==> src/rtl/multi_cycle_control.sv <==
// Multi-cycle MIPS-subset control unit: a state register walks IF/ID/EXE/MEM/WB
// per instruction; all control outputs decode combinationally from state and IR fields.
module multi_cycle_control (
  input  logic       CLK,
  input  logic       Reset,
  input  logic [5:0] op,
  input  logic [5:0] func,
  input  logic       zero,
  input  logic       sign,
  output logic       PCWre,
  output logic       IRWre,
  output logic       RegWre,
  output logic       mRD,
  output logic       mWR,
  output logic       ALUSrcA,
  output logic       ALUSrcB,
  output logic       ExtSel,
  output logic       RegDst,
  output logic       DBDataSrc,
  output logic [1:0] PCSrc,
  output logic [2:0] ALUOp,
  output logic [2:0] state
);

  typedef enum logic [2:0] {
    S_IF   = 3'b000,
    S_ID   = 3'b001,
    S_EXE  = 3'b010,
    S_MEM  = 3'b011,
    S_WB   = 3'b100,
    S_HALT = 3'b111
  } state_t;

  localparam logic [5:0] OP_RTYPE = 6'b000000;
  localparam logic [5:0] OP_J     = 6'b000010;
  localparam logic [5:0] OP_HALT  = 6'b111111;
  localparam logic [5:0] OP_ADDI  = 6'b001000;
  localparam logic [5:0] OP_ANDI  = 6'b001100;
  localparam logic [5:0] OP_ORI   = 6'b001101;
  localparam logic [5:0] OP_SLTI  = 6'b001010;
  localparam logic [5:0] OP_LW    = 6'b100011;
  localparam logic [5:0] OP_SW    = 6'b101011;
  localparam logic [5:0] OP_BEQ   = 6'b000100;
  localparam logic [5:0] OP_BNE   = 6'b000101;
  localparam logic [5:0] OP_BLTZ  = 6'b000001;

  localparam logic [5:0] F_ADD = 6'b100000;
  localparam logic [5:0] F_SUB = 6'b100010;
  localparam logic [5:0] F_AND = 6'b100100;
  localparam logic [5:0] F_OR  = 6'b100101;
  localparam logic [5:0] F_SLL = 6'b000000;

  localparam logic [2:0] ALU_ADD = 3'b000;
  localparam logic [2:0] ALU_SUB = 3'b001;
  localparam logic [2:0] ALU_SLL = 3'b010;
  localparam logic [2:0] ALU_OR  = 3'b011;
  localparam logic [2:0] ALU_AND = 3'b100;
  localparam logic [2:0] ALU_SLT = 3'b101;

  state_t state_q, state_d;

  logic is_rtype, is_imm, is_lw, is_sw, is_branch, br_taken, recognised;

  always_ff @(posedge CLK) begin
    if (Reset) state_q <= S_IF;
    else       state_q <= state_d;
  end

  // Selects depend only on the IR fields, so they stay stable for the whole instruction.
  always_comb begin
    is_rtype  = 1'b0;
    is_imm    = 1'b0;
    is_lw     = 1'b0;
    is_sw     = 1'b0;
    is_branch = 1'b0;
    br_taken  = 1'b0;
    ALUOp     = ALU_ADD;
    ALUSrcA   = 1'b0;
    ALUSrcB   = 1'b0;
    ExtSel    = 1'b0;
    case (op)
      OP_RTYPE: begin
        case (func)
          F_ADD: begin is_rtype = 1'b1; ALUOp = ALU_ADD; end
          F_SUB: begin is_rtype = 1'b1; ALUOp = ALU_SUB; end
          F_AND: begin is_rtype = 1'b1; ALUOp = ALU_AND; end
          F_OR:  begin is_rtype = 1'b1; ALUOp = ALU_OR;  end
          F_SLL: begin is_rtype = 1'b1; ALUOp = ALU_SLL; ALUSrcA = 1'b1; end
          default: ;
        endcase
      end
      OP_ADDI: begin is_imm = 1'b1; ALUOp = ALU_ADD; ALUSrcB = 1'b1; ExtSel = 1'b1; end
      OP_ANDI: begin is_imm = 1'b1; ALUOp = ALU_AND; ALUSrcB = 1'b1; end
      OP_ORI:  begin is_imm = 1'b1; ALUOp = ALU_OR;  ALUSrcB = 1'b1; end
      OP_SLTI: begin is_imm = 1'b1; ALUOp = ALU_SLT; ALUSrcB = 1'b1; ExtSel = 1'b1; end
      OP_LW:   begin is_lw  = 1'b1; ALUOp = ALU_ADD; ALUSrcB = 1'b1; ExtSel = 1'b1; end
      OP_SW:   begin is_sw  = 1'b1; ALUOp = ALU_ADD; ALUSrcB = 1'b1; ExtSel = 1'b1; end
      OP_BEQ:  begin is_branch = 1'b1; ALUOp = ALU_SUB; ExtSel = 1'b1; br_taken = zero;  end
      OP_BNE:  begin is_branch = 1'b1; ALUOp = ALU_SUB; ExtSel = 1'b1; br_taken = ~zero; end
      OP_BLTZ: begin is_branch = 1'b1; ALUOp = ALU_ADD; ExtSel = 1'b1; br_taken = sign;  end
      default: ;
    endcase
    recognised = is_rtype | is_imm | is_lw | is_sw | is_branch;
  end

  assign RegDst    = is_rtype;
  assign DBDataSrc = is_lw;
  assign state     = state_q;

  always_comb begin
    state_d = state_q;
    PCWre   = 1'b0;
    IRWre   = 1'b0;
    RegWre  = 1'b0;
    mRD     = 1'b0;
    mWR     = 1'b0;
    PCSrc   = 2'b00;
    case (state_q)
      S_IF: begin
        IRWre   = 1'b1;
        state_d = S_ID;
      end
      S_ID: begin
        if (op == OP_J) begin
          PCWre   = 1'b1;
          PCSrc   = 2'b10;
          state_d = S_IF;
        end else if (op == OP_HALT) begin
          state_d = S_HALT;
        end else if (recognised) begin
          state_d = S_EXE;
        end else begin
          PCWre   = 1'b1;
          state_d = S_IF;
        end
      end
      S_EXE: begin
        if (is_lw || is_sw) begin
          state_d = S_MEM;
        end else if (is_branch) begin
          // Branches always retire here, so the PC is written even when not taken.
          PCWre   = 1'b1;
          PCSrc   = br_taken ? 2'b01 : 2'b00;
          state_d = S_IF;
        end else if (recognised) begin
          state_d = S_WB;
        end else begin
          state_d = S_IF;
        end
      end
      S_MEM: begin
        if (is_lw) begin
          mRD     = 1'b1;
          state_d = S_WB;
        end else if (is_sw) begin
          mWR     = 1'b1;
          PCWre   = 1'b1;
          state_d = S_IF;
        end else begin
          state_d = S_IF;
        end
      end
      S_WB: begin
        RegWre  = 1'b1;
        PCWre   = 1'b1;
        state_d = S_IF;
      end
      S_HALT: state_d = S_HALT;
      default: state_d = S_IF;
    endcase
    // Reset blanks every write enable in the cycle it is seen, whatever the state.
    if (Reset) begin
      PCWre  = 1'b0;
      IRWre  = 1'b0;
      RegWre = 1'b0;
      mRD    = 1'b0;
      mWR    = 1'b0;
    end
  end

endmodule
==> config.mk <==
export PLATFORM = sky130hd
export DESIGN_NAME = multi_cycle_control
export DESIGN_NICKNAME = d
export VERILOG_FILES = /design/src/rtl/multi_cycle_control.sv
export SDC_FILE = /design/constraint.sdc
export NUM_CORES = 1
export LEC_CHECK = 0
export CORE_MARGIN = 5
export CORE_UTILIZATION = 41
export CTS_BUF_LIST = sky130_fd_sc_hd__clkbuf_8
export DETAILED_ROUTE_END_ITERATION = 16
export GPL_TIMING_DRIVEN = 0
export PLACE_DENSITY = 0.86
export RECOVER_POWER = 100
export SETUP_SLACK_MARGIN = 0.02
export SYNTH_ARGS = -nofsm -noshare
export SYNTH_HDL_FRONTEND = slang
export SYNTH_SLANG_ARGS = --single-unit
==> constraint.sdc <==
create_clock -name CLK -period 6.4 [get_ports CLK]
set_input_delay 1.92 -clock CLK [delete_from_list [all_inputs] [get_ports CLK]]
set_output_delay 1.92 -clock CLK [all_outputs]
set_load 0.03 [all_outputs]
### Yosys cells after proc, flatten, opt, wreduce, memory -nomap -nowiden

Index checks and enable logic that the tools add are counted.

* output and inout port bits: 18
* word-level logic and storage cells: 80
* flip-flop bits (word level): 3

* equality and inequality tests: 20
* bitwise logic cells: 5
* multiplexer cells: 44
* reductions and logical operators: 10

Operators by type and width (number)
* $eq 6x6->1 const B: 7
* $mux 1: 30
* $pmux 3 s5: 2
* $eq 6x4->1 const B: 4
* $mux 3: 6
* $eq 6x3->1 const B: 2
* $logic_not 6->1: 2
* $pmux 3 s4: 1
* $reduce_or 7->1: 1
* $eq 3x2->1 const B: 2
* $eq 3x3->1 const B: 2
* $eq 6x1->1 const B: 1
* $eq 6x2->1 const B: 1
* $reduce_or 6->1: 1
* $reduce_or 5->1: 1
* $mux 2: 2
* $or 1x1->1: 4
* $pmux 1 s4: 1
* $pmux 2 s2: 1
* $reduce_or 4->1: 1
* $eq 3x1->1 const B: 1
* $logic_not 3->1: 1
* $pmux 1 s3: 1
* $reduce_or 3->1: 1
* other kinds (3): 3

### Logic depth before layout (Yosys ltp)

Gate-level depths: netlist of the first run.

* word-level depth: 13
* depth in mapped cells: 6
* gate-level depth less buffers: 5

### Least setup slack after synthesis of the first run

Ideal clock, no wire load.

* kind: input to output
* start: input port op[3]
* end: output port PCWre
* data arrival time: 3.655 ns
* path buffers: 1
* stages on the path: 6
* setup slack: 0.825 ns
* cell sequence: clkbuf_1 nor4_2 nand3_1 a21oi_1 nor4_1 a211o_1

* elaborated cells between the ends (all ways): 33

RTL lines
* start: declaration: RTL line 6 `input logic [5:0] op,`
* $logic_not 6->1: RTL line 81 `case (op)`
* $mux 1: RTL line 81
* via RegDst: RTL line 18 `output logic RegDst,`
* $or 1x1->1 (4 in a row): RTL line 103 `recognised = is_rtype | is_imm | is_lw | is_sw | is_branch;`
* $mux 1: RTL line 130 `end else if (recognised) begin`
* $mux 1: RTL line 128 `end else if (op == OP_HALT) begin`
* $mux 1: RTL line 124 `if (op == OP_J) begin`
* $pmux 1 s4: RTL line 118 `case (state_q)`
* $mux 1: RTL line 172 `if (Reset) begin`
* end: declaration: RTL line 10 `output logic PCWre,`

The timed path passes the listed nets, and every way through them passes these cells.

### Worst setup path after layout of the first run

* start: input port op[3]
* end: output port ALUSrcA

* word-level cells in the longest chain between the ends: 2

Ends and longest elaborated chain
* $logic_not 6->1: RTL line 81
* $mux 1: RTL line 81
* end: declaration: RTL line 15 `output logic ALUSrcA,`

No other way between the ends.

==> flow_summary_export.csv, run 1 <==
group,metric,value,unit
power_and_ir_drop,leakagePower,0.421,nW
die,core_area,1320,sq um
power_and_ir_drop,ir_worst_vdd,0.122,mV
placement,place_hpwl,1520,microns
final_layout,utilization,0.730,
timing,finClkSkew,0.00362,ns
timing,worst_pin_slew,0.509,ns
timing,period_needed,6.19,ns
die,row_count,13,
logic_synthesis,yosysUniqueCellTypes,42,
final_layout,fin_nets,139,
power_and_ir_drop,power_frac_comb,0.362,
setup_path,cp-end-kind,"primary output",
timing,fmax,0.161,GHz
timing,slew_viol_final,0,
die,ioPinCount,34,
route,vias,811,
outcome,status,"completed",
placement,placed_cells_incl_taps,133,
clock_tree,cts_resized,1,
logic_synthesis,async_flop_share,0,
route,drt-total-wl,1900,microns
route,drt.antenna.violating_nets,0,
setup_path,worstPathRequired,4.48,ns
final_layout,mostFrequentLayoutCell,"dlygate4sd3_1",
die,die_w,47.7,microns
global_route,grt_start_max_net_pins,11,
setup_path,crit_fanout,10,
final_layout,drive_above_1_share,0.0902,
route,vias_per_cell,5.92,
placement,gp_congestion,0.857,
job,max-cap-violations,0,
placement,place_area,921,sq um
setup_path,timing.rr.start,"state[1]$_SDFF_PP0_",
global_route,grt_pass1_vias,650,
final_layout,largest_reg_flops,3,
route,drc_errors,0,
logic_synthesis,yosys_warnings,0,
setup_path,r2r_setup_slack,5.09,ns
clock_tree,cts_buffers,3,
route,first_pass_iters,4,
route,drtIter0Drc,28,
clock_tree,cts_sinks,3,
setup_path,crit_start,"op[3]",
global_route,track_usage,0.171,
power_and_ir_drop,clkPwrFrac,0.465,
logic_synthesis,ys_seq_area_frac,0.103,
final_layout,final_cells,137,
power_and_ir_drop,p_sw,0.0361,mW
logic_synthesis,syn_nets,102,
setup_path,critical_path_arrival,4.27,ns
global_route,grt_pass1_wl,2760,microns
route,wl_per_cell,13.8,microns
final_layout,syn_to_final_growth,65.4,%
logic_synthesis,synth-seq-cells,3,
placement,port-buffer-count,32,
timing,finalCritPeriodShare,0.968,
setup_path,worstReg2RegEnd,"state[2]$_SDFF_PP0_",
clock_tree,cts_buffer_depth,2,
clock_tree,htreeDepth,1,
logic_synthesis,syn_avg_cell_area,6.77,sq um
timing,hold_violations,0,
die,dieArea,2270,sq um
power_and_ir_drop,power.density,121,nW/um^2
global_route,overflow,0,
final_layout,stdcell_area,962,sq um
setup_path,r2r_cells,5,
logic_synthesis,syn_inst,86,
global_route,antenna_found_initial,0,
power_and_ir_drop,p_sw_frac,0.311,
logic_synthesis,ys.flop_type,"dfxtp_1",
clock_tree,cts_hold_buf,0,
worst_hold_path,min_from,"state[0]$_SDFF_PP0_",
timing,finalSetupViolCount,0,
die,start_util,0.442,
clock_tree,root_buffer,"clkbuf_8",
clock_tree,clkLatencyLatePin,0.22,ns
clock_tree,clk_pin_slew,0.03,ns
clock_tree,tritoncts,"yes",
final_layout,final_cell_mix,"dlygate4sd3_1, clkdlybuf4s50_1, nor2_1, nand2_1, nand3_1",
setup_path,cp-endpoint,"ALUSrcA",
timing,rsz0062_at_grt,"no",
setup_path,cp-start-kind,"input pin",
setup_path,crit_type,"in2out",
die,die_h,47.7,microns
clock_tree,post_cts_buffers,0,
final_layout,antenna_cells,0,
power_and_ir_drop,seqPwrFrac,0.174,
timing,relSlewSlack,0.658,
timing,setup-tns-final,0,ns
power_and_ir_drop,total_power,0.116,mW
logic_synthesis,netlist_area,582,sq um
worst_hold_path,hold_class,"reg2reg",
power_and_ir_drop,p_int,0.0800,mW
logic_synthesis,synth_edf_count,0,
==> metrics by stage <==
| step | hold slack [ns] | worst slack [ns] |
|---|---|---|
| floorplan | 0.780 | 0.825 |
| global placement | 0.664 | 0.0227 |
| detailed placement | 0.664 | 0.00161 |
| CTS | 0.675 | 0.0477 |
| global route | 0.701 | 0.0465 |
| finish | 0.681 | 0.205 |
==> Yosys cell counts, types with 2 or more instances <==
| cell type | n | area, sq um |
|---|---|---|
| nand3_1 | 5 | 25.0 |
| or3_1 | 2 | 12.5 |
| or2_1 | 4 | 25.0 |
| nor4_1 | 3 | 18.8 |
| o21ai_1 | 3 | 15.0 |
| xnor2_1 | 2 | 17.5 |
| nand2b_1 | 2 | 12.5 |
| and4_1 | 2 | 17.5 |
| dfxtp_1 | 3 | 60.1 |
| nor2_1 | 10 | 37.5 |
| nor2b_1 | 2 | 12.5 |
| a21oi_1 | 3 | 15.0 |
| nor4b_1 | 4 | 35.0 |
| nand2_1 | 10 | 37.5 |
| clkbuf_1 | 4 | 15.0 |
==> worst max-delay path, cell delays in order <==
cell	delay [ns]
clkdlybuf4s50_1	0.44
clkbuf_1	0.25
nor4_2	0.34
nand3_1	0.13
or2_0	0.26
nor4_1	0.16
dlygate4sd3_1	0.78
==> logic make-up after synthesis <==
kind of cell / Yosys count / synth area share
AOI/OAI and AO/OA: 20 / 0.254
and+or+nand+nor: 53 / 0.523
xor gates and xnor gates: 2 / 0.0301
buffers and inverters: 6 / 0.0537
DFF: 3 / 0.103
muxes: 2 / 0.0366
==> routing by layer <==
metal / track usage / share of wire / up-vias
li1: - / - / 409
met1: 0.232 / 0.43 / 373
met2: 0.262 / 0.49 / 29
met3: 0.0602 / 0.080 / 0
met4: 0.0323 / 0 / 0
met5: 0 / 0 / -
==> power by group through the flow <==
stage	Combinational, mW	Sequential, mW	Clock [mW]
floorplan	0.0217	0.0215	0
global placement	0.0420	0.0204	0
detailed placement	0.0427	0.0204	0
CTS	0.0428	0.0202	0.0552
global route	0.0449	0.0202	0.0579
finish	0.0420	0.0202	0.0540
==> worst min-delay path by stage <==
stage	slack, ns	cells after the start	end
final	0.68	3	state[1]$_SDFF_PP0_
after global routing	0.70	3	state[1]$_SDFF_PP0_
after CTS	0.67	3	state[1]$_SDFF_PP0_
after detailed placement	0.66	3	state[1]$_SDFF_PP0_
after global placement	0.66	3	state[2]$_SDFF_PP0_
after floorplan	0.78	3	state[1]$_SDFF_PP0_
==> layout make-up <==
cell class	count	area, sq um
plain buffers	6	31.3
clock buffers	3	41.3
clock inverters	1	3.75
fillers	113	355
multi-input cells	77	485
flip-flops and latches	3	60.1
well taps	15	18.8
repair buffers	32	322
(Power assumes the default switching activity.)
==> inputs of run 2 (changes only) <==
Settings changed: CORE_MARGIN 5 to unset.
==> run 2 against run 1 <==
Compared with the run above:
- first-iteration DRC count decreased by 57%
- register-to-register slack got worse by 0.04 ns
- maximum frequency increased by 0.19%
- via count decreased by 3.3%
- critical endpoint unchanged
==> flow_summary_export.csv, run 2 (synthesis results as in run 1) <==
group,metric,value,unit
clock_tree,cts_buffers,3,
route,drt-total-wl,1760,microns
final_layout,utilization,0.733,
setup_path,crit_fanout,10,
power_and_ir_drop,p_sw,0.0361,mW
timing,whs,0.675,ns
setup_path,r2r_cells,5,
placement,place_hpwl,1390,microns
power_and_ir_drop,ir_worst_vdd,0.180,mV
power_and_ir_drop,power.density,120,nW/um^2
setup_path,critical_path_arrival,4.26,ns
worst_hold_path,hold_class,"reg2reg",
die,ioPinCount,34,
final_layout,drive_above_1_share,0.0984,
final_layout,fillCellCount,116,
setup_path,cp-start-kind,"input pin",
route,wl_per_cell,12.9,microns
final_layout,antenna_cells,0,
final_layout,multiInputGateArea,489,sq um
clock_tree,tritoncts,"yes",
global_route,track_usage,0.270,
global_route,antenna_found_initial,0,
power_and_ir_drop,power_frac_comb,0.360,
power_and_ir_drop,leakagePower,0.415,nW
global_route,met2_usage,0.426,
global_route,grt_pass1_wl,2840,microns
timing,slew_viol_final,0,
die,start_util,0.442,
clock_tree,cts_sinks,3,
global_route,grt.met3_usage,0.119,
die,core_area,1320,sq um
clock_tree,clkLatencyLatePin,0.22,ns
power_and_ir_drop,seqPwrFrac,0.174,
setup_path,worstReg2RegEnd,"state[2]$_SDFF_PP0_",
placement,gp_congestion,0.850,
final_layout,largest_reg_flops,3,
timing,finalCritPeriodShare,0.966,
route,drc_errors,0,
timing,rsz0062_at_grt,"yes",
timing,finClkSkew,0.00194,ns
final_layout,fin_nets,139,
clock_tree,root_buffer,"clkbuf_8",
timing,period_needed,6.18,ns
route,drt.antenna.violating_nets,0,
outcome,status,"completed",
final_layout,final_cells,137,
placement,placed_cells_incl_taps,133,
timing,postLayoutSetupSlackWorst,0.217,ns
worst_hold_path,min_to,"state[1]$_SDFF_PP0_",
worst_hold_path,min_from,"state[0]$_SDFF_PP0_",
placement,port-buffer-count,32,
global_route,grt_pass1_vias,667,
power_and_ir_drop,p_sw_frac,0.311,
setup_path,timing.rr.start,"state[1]$_SDFF_PP0_",
power_and_ir_drop,p_int,0.0801,mW
route,drtIter0Drc,12,
route,vias_per_cell,5.72,
final_layout,mostFrequentLayoutCell,"dlygate4sd3_1",
clock_tree,clk_pin_slew,0.03,ns
die,die_w,39.7,microns
final_layout,regArea,60.1,sq um
final_layout,syn_to_final_growth,66.0,%
timing,worst_pin_slew,0.505,ns
route,vias,784,
worst_hold_path,holdPathStages,3,
power_and_ir_drop,total_power,0.116,mW
timing,hold_violations,0,
global_route,top_usage_layer,"met2",
timing,finalSetupViolCount,0,
global_route,overflow,0,
die,dieArea,1570,sq um
global_route,grt_start_max_net_pins,11,
global_route,use_met1,0.354,
setup_path,worstPathRequired,4.48,ns
placement,pre_cts_slack,-0.0128,ns
die,die_h,39.7,microns
setup_path,r2r_setup_slack,5.05,ns
timing,fmax,0.162,GHz
timing,relSlewSlack,0.660,
job,max-cap-violations,0,
setup_path,cp-end-kind,"primary output",
clock_tree,htreeDepth,1,
clock_tree,cts_buffer_depth,2,
final_layout,final_cell_mix,"dlygate4sd3_1, clkdlybuf4s50_1, nor2_1, nand2_1, nand3_1",
power_and_ir_drop,clkPwrFrac,0.466,
clock_tree,cts_hold_buf,0,
setup_path,crit_type,"in2out",
die,row_count,13,
route,first_pass_iters,4,
clock_tree,post_cts_buffers,0,
run 2: cell types whose count changed in the layout (fill, tap and decap cells not counted), sizes merged:
cell / delta
dlygate4sd3: -1
clkdlybuf4s50: +1
run 2: worst max-delay path, stage by stage:
cell and delay [ns]:
clkdlybuf4s50_1 0.44, clkbuf_1 0.25, nor4_2 0.34, nand3_1 0.16
or2_1 0.26, nor4_1 0.17, clkdlybuf4s50_1 0.72
run 2: power by group through the flow:
| stage | combinational, mW | clock, mW | sequential, mW |
|---|---|---|---|
| 2_1_floorplan | 0.0217 | 0 | 0.0215 |
| 3_3_place_gp | 0.0419 | 0 | 0.0204 |
| 3_5_place_dp | 0.0425 | 0 | 0.0204 |
| 4_1_cts | 0.0426 | 0.0554 | 0.0202 |
| 5_1_grt | 0.0458 | 0.0576 | 0.0202 |
| 6_report | 0.0418 | 0.0541 | 0.0202 |
run 2: repair_timing:
action / in CTS / in global routing
setup endpoints to repair: 1 / 1
resized for setup: 1 / 2
pin swaps: 0 / 0
run 2: per-stage QoR:
stage | setup TNS, ns | instance area, sq um
after floorplan | 0 | 582
after global placement | 0 | 921
after detailed placement | -0.0128 | 921
after CTS | 0 | 965
after global routing | 0 | 966
final | 0 | 966
run 2: layout make-up:
| type | count | area share |
|---|---|---|
| repair buffers | 32 | 0.333 |
| multi-input cells | 77 | 0.506 |
| plain buffers | 6 | 0.0324 |
| clock buffers | 3 | 0.0427 |
| flip-flops and latches | 3 | 0.0622 |
| well taps | 15 | 0.0194 |
| clock inverters | 1 | 0.00389 |
run 2: worst max-delay path by stage:
stage / startpoint / endpoint / slack (ns) / cells past startpoint
floorplan: op[3] / PCWre / 0.82 / 6
global placement: op[3] / ALUOp[2] / 0.01 / 8
detailed placement: op[3] / ALUOp[2] / -0.01 / 8
CTS: op[3] / PCWre / 0.11 / 8
global route: op[3] / ALUSrcA / 0.01 / 7
finish: op[3] / ALUSrcA / 0.22 / 7
run 2: routing by layer:
layer | vias to the layer above | wire length [microns]
met5 | - | 0
met4 | 0 | 0
met3 | 0 | 103
met2 | 21 | 807
met1 | 362 | 854
li1 | 401 | -
==> RTL change 1: new RTL, flow settings as in run 2 <==
Put a register stage on the output `RegWre`, cleared by the reset. The value now appears one clock later. The other outputs are not delayed to match.
--- a/src/rtl/multi_cycle_control.sv
+++ b/src/rtl/multi_cycle_control.sv
@@ -57,6 +57,8 @@
   localparam logic [2:0] ALU_AND = 3'b100;
   localparam logic [2:0] ALU_SLT = 3'b101;
 
+  logic RegWre_d;
+
   state_t state_q, state_d;
 
   logic is_rtype, is_imm, is_lw, is_sw, is_branch, br_taken, recognised;
@@ -111,7 +113,7 @@
     state_d = state_q;
     PCWre   = 1'b0;
     IRWre   = 1'b0;
-    RegWre  = 1'b0;
+    RegWre_d = 1'b0;
     mRD     = 1'b0;
     mWR     = 1'b0;
     PCSrc   = 2'b00;
@@ -161,7 +163,7 @@
         end
       end
       S_WB: begin
-        RegWre  = 1'b1;
+        RegWre_d = 1'b1;
         PCWre   = 1'b1;
         state_d = S_IF;
       end
@@ -172,10 +174,18 @@
     if (Reset) begin
       PCWre  = 1'b0;
       IRWre  = 1'b0;
-      RegWre = 1'b0;
+      RegWre_d = 1'b0;
       mRD    = 1'b0;
       mWR    = 1'b0;
     end
   end
 
+  always_ff @(posedge CLK) begin
+    if (Reset) begin
+      RegWre <= '0;
+    end else begin
+      RegWre <= RegWre_d;
+    end
+  end
+
 endmodule
Formal check against the unedited RTL: not equivalent (Yosys sat finds a counterexample within 4 cycles, from zero or initial values and one cycle with Reset high).
==> RTL change 1 against run 2 <==
  * Via count up 8.3%
  * Area after synthesis up 11%
  * Power up 9.2%
  * Synthesized cell count up 12%
  * Combinational power up 9.3%
  * Worst setup slack worse by 0.060 ns
  * Routed wire length up 2.3%
  * Global-route usage is 3.9 points lower
  * Final area increased by 5.3%
  * Sequential cell count is 1 higher
==> RTL change 1: results (changes against run 2) <==
| Metric | Value |
|---|---|
| Outcome | `completed (unchanged)` |
| Fin crit share | `97.5% (was 96.6%)` |
| GPL Wtd Cong | `0.783 (was 0.850)` |
| Met2 usage | `38.8% (was 42.6%)` |
| Wire per inst | `12.4 um (was 12.9 um)` |
| Post-CTS sizing | `0 (was 1)` |
| Crit-path max FO | `7 (was 10)` |
| CP arrival | `4.32 ns (was 4.26 ns)` |
| Worst r2r dst | `state[1] (was state[2])` |
| Dpl hpwl | `1410 um (was 1390 um)` |
| Cells after synthesis | `96 (was 86)` |
| Iter 0 DRT Violations | `33 (was 12)` |
| DR WL met3 | `106 um (was 103 um)` |
| Slack of the worst reg-to-reg path | `5.14 ns (was 5.05 ns)` |
| Seq pwr share | `20.6% (was 17.4%)` |
| Clock share of power | `43.3% (was 46.6%)` |
| Reg2reg path depth | `4 (was 5)` |
| Top sig layer | `met4 (was met3)` |
| Vias in the first global route | `747 (was 667)` |
| Number of port buffers | `31 (was 32)` |
| Leakage | `0.426 nW (was 0.415 nW)` |
| Total power | `0.127 mW (was 0.116 mW)` |
| Post-synth top cells | `12 x nor2_1, 9 x nor3_1, 8 x nand2_1 (was 10 x nand2_1, 10 x nor2_1, 5 x nand3_1)` |
| Largest cells by area after synthesis | `dfxtp_1 12%, nor3_1 7.0%, nor2_1 7.0%, nand2_1 4.6%, o41ai_4 4.3% (was dfxtp_1 10%, nand2_1 6.5%, nor2_1 6.5%, nor4b_1 6.0%, nand3_1 4.3%)` |
| Synth Area in Compound Gates | `29.6% (was 25.4%)` |
| Sw frac | `32.1% (was 31.1%)` |
| Sequential-to-total area share from yosys stat | `12.4% (was 10.3%)` |
| Layout Nets | `148 (was 139)` |
| Hold Path Origin | `state[1] (was state[0])` |
| Routed vias | `849 (was 784)` |
| Worst vdd ir | `0.0773 mV (was 0.180 mV)` |
| Slew @ Worst Pin | `0.434 ns (was 0.505 ns)` |
## RTL change 1: changes by cell type in the layout (fill, tap and decap cells not counted), moves of 2 or more
cell and change:
nor4b_1 -2, nor2_1 +2, clkbuf_1 -2, o21ai_1 -2, and4_1 -2, nand2_1 -2, nand4_1 +2, nor3_1 +7
o21ai_0 +3, buf_2 +3, a21o_1 +2
## RTL change 1: cell type report
class,instances,area (sq um)
fillers,116,365
repair buffers,31,310
flip-flops and latches,4,80.1
well taps,15,18.8
plain buffers,7,38.8
clock buffers,3,41.3
multi-input cells,83,520
inverters,2,7.51
## RTL change 1: worst max path at each step
| stage | cells after the start | endpoint |
|---|---|---|
| global route | 6 | ALUSrcA |
| floorplan | 5 | ALUSrcA |
| finish | 6 | ALUSrcA |
| detailed placement | 6 | ALUOp[2] |
| CTS | 6 | ALUOp[2] |
| global placement | 7 | PCWre |
## RTL change 1: worst min-delay path: stages, from the launching register on
cell	delay [ns]
dfxtp_1	0.35
nor2_1	0.07
nand2_1	0.06
o21ai_1	0.06
==> RTL change 2: new RTL, config.mk and constraints of run 2 <==
Made on the original files. Make the reset (`Reset`) asynchronous in one clocked block.
--- a/src/rtl/multi_cycle_control.sv
+++ b/src/rtl/multi_cycle_control.sv
@@ -61,7 +61,7 @@
 
   logic is_rtype, is_imm, is_lw, is_sw, is_branch, br_taken, recognised;
 
-  always_ff @(posedge CLK) begin
+  always_ff @(posedge CLK or posedge Reset) begin
     if (Reset) state_q <= S_IF;
     else       state_q <= state_d;
   end
Formal check against the unedited RTL: differs if Reset is asserted again (counterexample within 4 cycles, from zero or initial values and one cycle with Reset high); with Reset held inactive, the same outputs for 10 cycles.
==> RTL change 2 against run 2 <==
  * Final area rose by 2.6%
  * Worst setup slack worse by 0.030 ns
  * Area after synthesis up 9.5%
  * Sequential share of layout area grew 1.4 points
  * Sequential cell count unchanged
  * Core utilization down 0.79 points
  * Highest routed layer unchanged
  * Die area up 9.0%
  * Critical path depth grew 1
  * Register-to-register slack worse by 0.07 ns
  * Routed wire length grew 8.2%
Power is not compared: it rests on default switching activity, and its combinational part moved more than twofold at a synthesized area within 25%.
==> RTL change 2: results (changes against run 2) <==
| Metric | Value |
|---|---|
| Ys async rst share | `100% (was 0%)` |
| Worst-Skew Late Latency | `0.22 ns (about the same)` |
| Yosys warns | `0 (unchanged)` |
| Post-synth top cells | `16 x nor2_1, 7 x clkbuf_1, 6 x nor3_1 (was 10 x nand2_1, 10 x nor2_1, 5 x nand3_1)` |
| Total setup buffers inserted after CTS | `0 (unchanged)` |
| Hold Path Origin | `state[0] (unchanged)` |
| R2r startpoint | `state[1] (unchanged)` |
| Share of cells above drive strength 1 | `10.8% (was 9.84%)` |
| Critical path launch point | `op[0] (was op[3])` |
| DR WL met3 | `114 um (was 103 um)` |
| Top sig layer | `met3 (unchanged)` |
| CP arrival | `4.29 ns (was 4.26 ns)` |
| TritonCTS Buffers | `3 (unchanged)` |
| Routed Antenna Nets | `0 (unchanged)` |
| GPL Wtd Cong | `0.851 (was 0.850)` |
| Final WL | `1910 um (was 1760 um)` |
| Outcome | `completed (unchanged)` |
| Slew @ Worst Pin | `0.419 ns (was 0.505 ns)` |
| Final Skew | `0.00503 ns (was 0.00194 ns)` |
| Layout Nets | `147 (was 139)` |
| Yosys cell types | `39 (was 42)` |
| All-layer global routing usage | `22.4% (was 27.0%)` |
| Hold WC Path Type | `reg -> reg (unchanged)` |
| M1 wire length | `799 um (was 854 um)` |
| H-tree Lvls | `1 (unchanged)` |
| Syn nets | `112 (was 102)` |
| Sequential-to-total area share from yosys stat | `11.8% (was 10.3%)` |
| First-pass GRT wire length | `3210 um (was 2840 um)` |
| CTS max path bufs | `2 (unchanged)` |
| DRT Pass-1 Iters | `4 (unchanged)` |
| Largest net degree at the start of global routing | `11 (unchanged)` |
| Iter 0 DRT Violations | `11 (was 12)` |
| Clk slew on worst S/H paths | `0.03 ns (about the same)` |
| Crit-path max FO | `10 (unchanged)` |
| Routed vias | `864 (was 784)` |
| Largest cells by area after synthesis | `dfrtp_1 12%, nor2_1 9.4%, nor4b_1 6.9%, nor4_1 4.9%, nor3_1 4.7% (was dfxtp_1 10%, nand2_1 6.5%, nor2_1 6.5%, nor4b_1 6.0%, nand3_1 4.3%)` |
| Antenna violations before repair | `0 (unchanged)` |
| Met2 WL | `994 um (was 807 um)` |
| Worst vdd ir | `0.184 mV` |
| Root buf cell | `clkbuf_8 (unchanged)` |
| Diode count | `0 (unchanged)` |
| Largest register FFs | `3 (unchanged)` |
| Leakage | `0.407 nW` |
| Dpl hpwl | `1410 um (was 1390 um)` |
| Vias in the first global route | `781 (was 667)` |
| Number of port buffers | `30 (was 32)` |
==> RTL change 2: metrics by stage <==
| stage | cells | power (mW) | hold slack [ns] | worst slack [ns] | instance area, sq um |
|---|---|---|---|---|---|
| after detailed placement | 141 | 0.131 | 0.693 | 0.0523 | 956 |
| after floorplan | 96 | 0.0928 | 0.828 | 0.717 | 637 |
| after CTS | 145 | 0.187 | 0.709 | 0.0370 | 1000 |
| final | 145 | 0.182 | 0.702 | 0.187 | 991 |
| after global placement | 141 | 0.131 | 0.713 | 0.0453 | 956 |
| after global routing | 145 | 0.194 | 0.788 | 0.0130 | 991 |
==> RTL change 2: cells by family after synthesis <==
| group | share of synthesized area (%) |
|---|---|
| AO/OA/AOI/OAI | 26.9 |
| buffers and inverters | 8.84 |
| flip-flops | 11.8 |
| multiplexers | 3.34 |
| AND/OR/NAND/NOR | 49.1 |
==> RTL change 2: report_power, final <==
part           switching [mW]  internal [mW]
sequential            0.00507         0.0238
combinational          0.0598         0.0397
clock                  0.0124         0.0408
==> RTL change 2: final cells by class <==
cell class,count,area [sq um]
Multi-Input combinational cell,80,500
Fill cell,111,375
Timing Repair Buffer,30,294
Sequential cell,3,75.1
Buffer,9,42.5
Clock buffer,3,41.3
Tap cell,15,18.8
Inverter,4,15.0
Clock inverter,1,3.75
==> RTL change 2: critical path, stage by stage <==
cell,delay (ns)
clkdlybuf4s50_1,0.50
clkbuf_2,0.22
nor2_1,0.10
a21oi_1,0.16
o22ai_2,0.11
nor4b_1,0.43
o2bb2ai_1,0.17
clkdlybuf4s50_1,0.68
==> RTL change 2: worst paths after layout <==
| path | end | slack [ns] | depth (start not counted) |
|---|---|---|---|
| max | PCWre | 0.19 | 8 |
| min | state[1] | 0.70 | 3 |
| max reg2reg | state[2] | 4.98 | 5 |
| min reg2reg | state[1] | 0.70 | 3 |
| max in group asynchronous | state[1] | 4.14 | 2 |
| min in group asynchronous | state[0] | 2.13 | 2 |
==> RTL change 2: metal layers <==
metal / vias to the layer above / track usage [%]
li1: 432 / -
met1: 396 / 26.7
met2: 36 / 40.6
met3: 0 / 1.74
met4: 0 / 9.03
met5: - / 0
==> RTL change 2: what timing repair did <==
action	4_1_cts	5_1_grt
gates resized for setup	0	3
setup endpoints to repair	0	2
hold buffers	0	0
